File: config.mk
export PLATFORM = sky130hd
export DESIGN_NAME = regfile
export DESIGN_NICKNAME = d
export VERILOG_FILES = /design/src/rtl/regfile_pkg.sv /design/src/rtl/regfile_read_port.sv /design/src/rtl/regfile.sv
export SDC_FILE = /design/constraint.sdc
export NUM_CORES = 2
export LEC_CHECK = 0
export BUFFER_PORTS_ARGS = -buffer_cell sky130_fd_sc_hd__buf_2
export CORE_MARGIN = 5
export CORE_UTILIZATION = 55
export CTS_CLUSTER_SIZE = 10
export DETAILED_ROUTE_END_ITERATION = 7
export HOLD_SLACK_MARGIN = 0.03
export PLACE_DENSITY_LB_ADDON = 0.25
export SYNTH_ARGS = -nofsm -noshare
export SYNTH_HDL_FRONTEND = slang
export SYNTH_HIERARCHICAL = 1
export SYNTH_SLANG_ARGS = --single-unit
File: constraint.sdc
create_clock -name clk -period 1.9 [get_ports clk]
set_input_delay 0.095 -clock clk [delete_from_list [all_inputs] [get_ports clk]]
set_output_delay 0.095 -clock clk [all_outputs]
set_load 0.03 [all_outputs]
File: src/rtl/regfile_pkg.sv
// Shared constants for the general-purpose register file: bus widths and the
// polarity of the reset / write / read enables.
package regfile_pkg;
    localparam int REG_BUS_W  = 32;
    localparam int REG_ADDR_W = 5;
    localparam int REG_NUM    = 1 << REG_ADDR_W;

    localparam logic [REG_BUS_W-1:0] ZERO_WORD = '0;
    localparam logic RST_ENABLE   = 1'b1;
    localparam logic WRITE_ENABLE = 1'b1;
    localparam logic READ_ENABLE  = 1'b1;
endpackage

File: src/rtl/regfile_read_port.sv
// One combinational read port: reset/enable/$0 gating, then write-first bypass,
// then the stored entry.
module regfile_read_port
    import regfile_pkg::*;
#(
    parameter int DATA_W   = REG_BUS_W,
    parameter int ADDR_W   = REG_ADDR_W,
    parameter int NUM_REGS = REG_NUM
) (
    input  logic              rst,
    input  logic              read_en,
    input  logic [ADDR_W-1:0] read_addr,
    input  logic              write_en,
    input  logic [ADDR_W-1:0] write_addr,
    input  logic [DATA_W-1:0] write_data,
    input  logic [DATA_W-1:0] regs [NUM_REGS],
    output logic [DATA_W-1:0] read_data
);
    always_comb begin
        read_data = '0;
        if (rst == RST_ENABLE) begin
            read_data = '0;
        end else if (read_en != READ_ENABLE) begin
            read_data = '0;
        end else if (read_addr == '0) begin
            // $0 wins even over a bypassed write to $0.
            read_data = '0;
        end else if (write_en == WRITE_ENABLE && write_addr == read_addr) begin
            read_data = write_data;
        end else begin
            read_data = regs[read_addr];
        end
    end
endmodule

File: src/rtl/regfile.sv
// General-purpose register file: one synchronous write port from write-back,
// two combinational read ports with same-cycle bypass; $0 is hard zero.
module regfile
    import regfile_pkg::*;
#(
    parameter int DATA_W   = REG_BUS_W,
    parameter int ADDR_W   = REG_ADDR_W,
    parameter int NUM_REGS = REG_NUM
) (
    input  logic              clk,
    input  logic              rst,
    input  logic              writeReg_i,
    input  logic [ADDR_W-1:0] writeAddr_i,
    input  logic [DATA_W-1:0] writeData_i,
    input  logic              readReg1_i,
    input  logic [ADDR_W-1:0] readAddr1_i,
    output logic [DATA_W-1:0] readData1_o,
    input  logic              readReg2_i,
    input  logic [ADDR_W-1:0] readAddr2_i,
    output logic [DATA_W-1:0] readData2_o
);
    logic [DATA_W-1:0] regs [NUM_REGS];

    // Reset has priority, so a write presented during reset is dropped.
    always_ff @(posedge clk) begin
        if (rst == RST_ENABLE) begin
            for (int i = 0; i < NUM_REGS; i++) regs[i] <= '0;
        end else if (writeReg_i == WRITE_ENABLE && writeAddr_i != '0) begin
            regs[writeAddr_i] <= writeData_i;
        end
    end

    regfile_read_port #(.DATA_W(DATA_W), .ADDR_W(ADDR_W), .NUM_REGS(NUM_REGS)) u_rd1 (
        .rst        (rst),
        .read_en    (readReg1_i),
        .read_addr  (readAddr1_i),
        .write_en   (writeReg_i),
        .write_addr (writeAddr_i),
        .write_data (writeData_i),
        .regs       (regs),
        .read_data  (readData1_o)
    );

    regfile_read_port #(.DATA_W(DATA_W), .ADDR_W(ADDR_W), .NUM_REGS(NUM_REGS)) u_rd2 (
        .rst        (rst),
        .read_en    (readReg2_i),
        .read_addr  (readAddr2_i),
        .write_en   (writeReg_i),
        .write_addr (writeAddr_i),
        .write_data (writeData_i),
        .regs       (regs),
        .read_data  (readData2_o)
    );
endmodule

Word level (Yosys, flattened, before mapping)
Index checks and enable logic that the tools add are counted.

Add/sub/neg operators: 0. Multipliers: 0. Divide/modulo/power cells: 0. Magnitude comparators: 4. Equality and inequality tests: 2. Shift operators: 0. Multiplexer cells: 17. Bitwise logic cells: 3. Reductions and logical operators: 7.

Operators with widths (number): $bwmux W1024 (1); $mux W32 (13); $bmux W32 S5 (2); $demux W32 S5 (1); $ge A6 B6 Y1 const B (3); $not A5 Y6 (3); $eq A5 B5 Y1 (2); $logic_not A5 Y1 (2); $lt A6 B1 Y1 const B (1); $reduce_bool A5 Y1 (1); $logic_and A1 B1 Y1 (4).

Register bits after elaboration: 1024. Latch bits: 0. Memory bits (writable): 0. Bits in read-only memories: 0. Input bits: 52. Output and inout bits: 64. Word-level logic and storage cells: 65. Memories kept: 0.

Logic depth before layout (Yosys ltp)
Word-level depth: 8. Mapped depth: 9.

Hierarchy
The synthesis kept the hierarchy.

By module, submodules not included: regfile (instances 1, cells each 3432, area each 38863.5 um2); regfile_read_port (instances 2, cells each 1095, area each 9016.1 um2).

Least setup slack after synthesis
No wires, ideal clock.

Path kind: input-to-output. From: input port readAddr1_i[2]. To: output port readData1_o[15]. Arrival: 1.779 ns. Setup slack: 0.026 ns. Stages: 8. Buffers on the path: 3. Cells stage by stage: buf_2 -> xor2_1 -> nor4_2 -> and3_1 -> buf_2 -> buf_2 -> nor3_1 -> a31oi_1.

Cells in the longest elaborated chain, start to end: 8.

RTL lines: from (decl) (RTL line regfile.sv:16) `input logic [ADDR_W-1:0] readAddr1_i,`; $not A5 Y6 (not written as such) (RTL line regfile_read_port.sv:31) `read_data = regs[read_addr];`; $bmux W32 S5 (RTL line regfile_read_port.sv:31); $mux W32 (not written as such) (2 in a row) (RTL line regfile_read_port.sv:31); $mux W32 (RTL line regfile_read_port.sv:28) `end else if (write_en == WRITE_ENABLE && write_addr == read_addr) begin`; $mux W32 (*) (RTL line regfile_read_port.sv:25) `end else if (read_addr == '0) begin`; $mux W32 (*) (RTL line regfile_read_port.sv:23) `end else if (read_en != READ_ENABLE) begin`; $mux W32 (*) (RTL line regfile_read_port.sv:21) `if (rst == RST_ENABLE) begin`; to (decl) (RTL line regfile.sv:17) `output logic [DATA_W-1:0] readData1_o,`.

Every way passes the cells marked *; elsewhere a longest branch is shown, timed or not. The select of a mux whose other input is x is not followed.

Worst setup path after layout
From: register regs[582] (netlist bit). To: output port readData1_o[6].

Cells in the longest elaborated chain, start to end: 7.

RTL lines: from (decl) (RTL line regfile.sv:22) `logic [DATA_W-1:0] regs [NUM_REGS];`; from (signal, indexed assignment) (RTL line regfile.sv:29) `regs[writeAddr_i] <= writeData_i;`; $bmux W32 S5 (RTL line regfile_read_port.sv:31); $mux W32 (not written as such) (2 in a row) (RTL line regfile_read_port.sv:31); $mux W32 (RTL line regfile_read_port.sv:28); $mux W32 (RTL line regfile_read_port.sv:25); $mux W32 (RTL line regfile_read_port.sv:23); $mux W32 (RTL line regfile_read_port.sv:21).

No other way between the ends. The select of a mux whose other input is x is not followed.

==> run_results.csv <==
group,metric,value,unit
route,drc_errors,0,
synthesis,synth_commonest_cells,"mux2i_1 (1802), nand2b_1 (1078), dfxtp_1 (1024)",
cts,clk_latency,0.71,ns
synthesis,synthesis.area,0.05690,mm^2
critical_path,crit_start,"regs[582]",
timing,rsz0062_at_grt,"yes",
final_layout,layout.nets,5872,
cts,clock-root-buffer,"clkbuf_16",
timing,report.final.slew_viol_count,0,
timing,layout_setup_ws,-0.7624,ns
route,vias_per_cell,6.443,
synthesis,synthArstFlopShare,0,%
route,wirelength,198900,um
critical_path,reg2reg_slack,1.14,ns
timing,layout_min_cycle_time,2.662,ns
timing,finalSetupViolCount,64,
critical_path,regToRegEndpoint,"regs[407]",
route,post_drt_wl_per_cell,27.50,um
critical_path,path_cells,"mux4_2 -> o2111a_2 -> nor4_4 -> buf_4 -> a31oi_4 -> buf_6",
critical_path,r2r_cells,2,
critical_path,path_delay_family,"multiplexers",
placed_design,numPortBuffers,115,
global_route,grt-ovfl-total,0,
placed_design,gp_congestion,0.9129,
synthesis,synth_ff_type,"dfxtp_1",
global_route,grt_pass1_vias,46040,
critical_path,cpPeakStageDelay,0.47,ns
critical_path,path_buf_inv,2,
timing,skew,0,ns
worst_hold_path,min_path_cells,5,
pwr,power,47.79,mW
placed_design,pre_cts_ws,-0.6091,ns
synthesis,synth_top_area_share,36.03,%
cts,cts_sinks,1024,
critical_path,r2r_start,"regs[407]",
critical_path,startpoint_type,"flip-flop",
cts,cts_htree_levels,3,
pwr,leakagePower,31.65,nW
timing,max_slew.worst_pin.slew,1.013,ns
timing,hold_slack,0.09467,ns
critical_path,crit_cells,6,
critical_path,worstPathArrival,2.57,ns
die,die_height,331.6,um
timing,finalHoldViolations,0,
timing,min_period_over_period,140.1,%
synthesis,yosys.area.top_type,"dfxtp_1",
global_route,track_usage,34.36,%
route,vias,46610,
worst_hold_path,min_path_type,"in -> reg",
pwr,p_per_area,704.6,mW/mm^2
route,firstDrtPassIters,6,
global_route,antenna_found_initial,6,
final_layout,largest_register_ff_count,1024,
synthesis,ys_ff_latch,1024,
route,drtAntennaViolNets,0,
synthesis,syn_avg_cell_area,10.12,um^2
cts,tritoncts,"yes",
critical_path,cp_max_fo,2,
synthesis,synth_edf_count,0,
outcome,status,"finished, violations left",
cts,clkTransAtPathRegs,0.06,ns
synthesis,synth_most_common_cell,"mux2i_1",
die,io_pins,116,
global_route,grt_pass1_wl,294500,um
die,die_width,331.6,um
synthesis,netlist_instances,5622,
final_layout,top_register,"regs",
critical_path,cp.required,1.80,ns
final_layout,areaGrowthSynthToFinish,19.20,%
job,maxCapViolations,0,
final_layout,top_regs,"regs x1024",
pwr,vdd.ir_drop.worst,786.8,uV
final_layout,fillers,7919,
critical_path,cp-end-kind,"primary output",
synthesis,seq_area_frac_synth,36.03,%
global_route,grt_max_degree,118,
critical_path,endpoint,"readData1_o[6]",
synthesis,synth_nets,5674,
die,core,0.1032,mm^2
timing,slew_headroom,32.32,%
synthesis,yosys_warnings,6,
die,initial_core_util,55.13,%
placed_design,hpwl,125800,um
synthesis,yosysUniqueCellTypes,43,
outcome,violations,"setup timing",
die,dieArea,0.1100,mm^2
cts,clockBufferDepth,3,
final_layout,drive_gt1_share,19.81,%
cts,cts_made_buffers,116,
route,first_iter_violations,5259,
synthesis,synthTopCellsByArea,"dfxtp_1 (36%), mux2i_1 (32%), nand2b_1 (12%)",
final_layout,final-seq-area,0.02061,mm^2
die,num_rows,118,
critical_path,path_class,"reg -> out",
final_layout,multi_input_area,0.03518,mm^2
timing,max_freq,375.6,MHz
critical_path,slowest_stage,"mux4_2",
## kinds of logic (layout without fill, tap and decap cells)
logic type / count (synthesis) / count (layout) / synth area share [%]
muxes: 1902 / 1902 / 35.66
DFF: 1024 / 1024 / 36.03
and+or+nand+nor: 1503 / 1503 / 15.80
xor gates and xnor gates: 10 / 10 / 0.1539
buffers and inverters: 565 / 794 / 5.381
other: 0 / 3 / 0
AOI/OAI and AO/OA: 618 / 618 / 6.976
## cell usage in the layout (no fill, tap or decap), types with 23 or more instances in the layout
master            n
nand3_1          53
mux4_2          100
o22ai_1         226
buf_6            62
nand2b_1       1076
buf_4           342
dfxtp_1         935
dlygate4sd3_1    32
nand2_2          23
o21ai_0         109
clkbuf_16       118
buf_12          158
a22oi_1          59
dfxtp_2          89
nand2_1         150
buf_2            44
nor2b_1          54
a21oi_1          52
o2111a_1         30
mux2i_1        1801
a31oi_4          58
## per-stage QoR
step	cell area (um^2)	util [%]	TNS, ns	cells
after floorplan	56900	-	0	5622
after global placement	62050	60.12	-28.73	7046
after detailed placement	62050	60.12	-30.67	7046
after CTS	67480	65.39	-35.35	7228
after global routing	67810	65.71	-36.38	7231
final	67820	65.71	-33.04	7234
## layer usage
layer / routed length [um] / part of all wire [%] / vias to the layer above / global-route usage [%]
met5: 0 / 0 / - / 0
met4: 10560 / 5.3 / 0 / 15.97
met3: 19770 / 9.9 / 662 / 7.952
met2: 86710 / 44 / 2478 / 52.64
met1: 81890 / 41 / 23040 / 46.21
li1: - / - / 20430 / -
## how the worst min path moves through the flow
| stage | startpoint | endpoint | slack (ns) |
|---|---|---|---|
| floorplan | writeData_i[0] | regs[960] | 0.30 |
| global placement | regs[630] | regs[630] | 0.47 |
| detailed placement | regs[1021] | regs[1021] | 0.47 |
| CTS | rst | regs[666] | 0.04 |
| global route | rst | regs[698] | 0.08 |
| finish | rst | regs[666] | 0.09 |
## repair_timing
item / in CTS / in global routing
hold endpoints to repair: 977 / 0
pin swaps: 145 / 51
hold buffers: 32 / 0
setup endpoints to repair: 64 / 64
buffers inserted: 14 / 3
resized for setup: 404 / 66
## worst min-delay path, delay by kind of cell
kind | cells | cell delay, ns
multiplexers | 1 | 0.06
buffers and inverters | 3 | 0.47
AND/OR/NAND/NOR | 1 | 0.12
## area by class of cell
| type | instances | share of cell area (%) |
|---|---|---|
| clock buffer | 144 | 4.645 |
| tap | 1380 | 2.546 |
| sequential | 1024 | 30.39 |
| clock inverter | 5 | 0.1070 |
| timing repair buffer | 645 | 10.43 |
| antenna | 3 | 0.01107 |
| multi-input combinational | 4033 | 51.87 |
## report_power, final
| group | switching [mW] | total (mW) | internal (mW) |
|---|---|---|---|
| Combinational | 3.35 | 5.77 | 2.42 |
| Clock | 8.87 | 20.3 | 11.4 |
| Sequential | 0.120 | 21.8 | 21.6 |
| Total | 12.3 | 47.8 | 35.5 |
No activity file was read; power rests on OpenSTA's default activity.
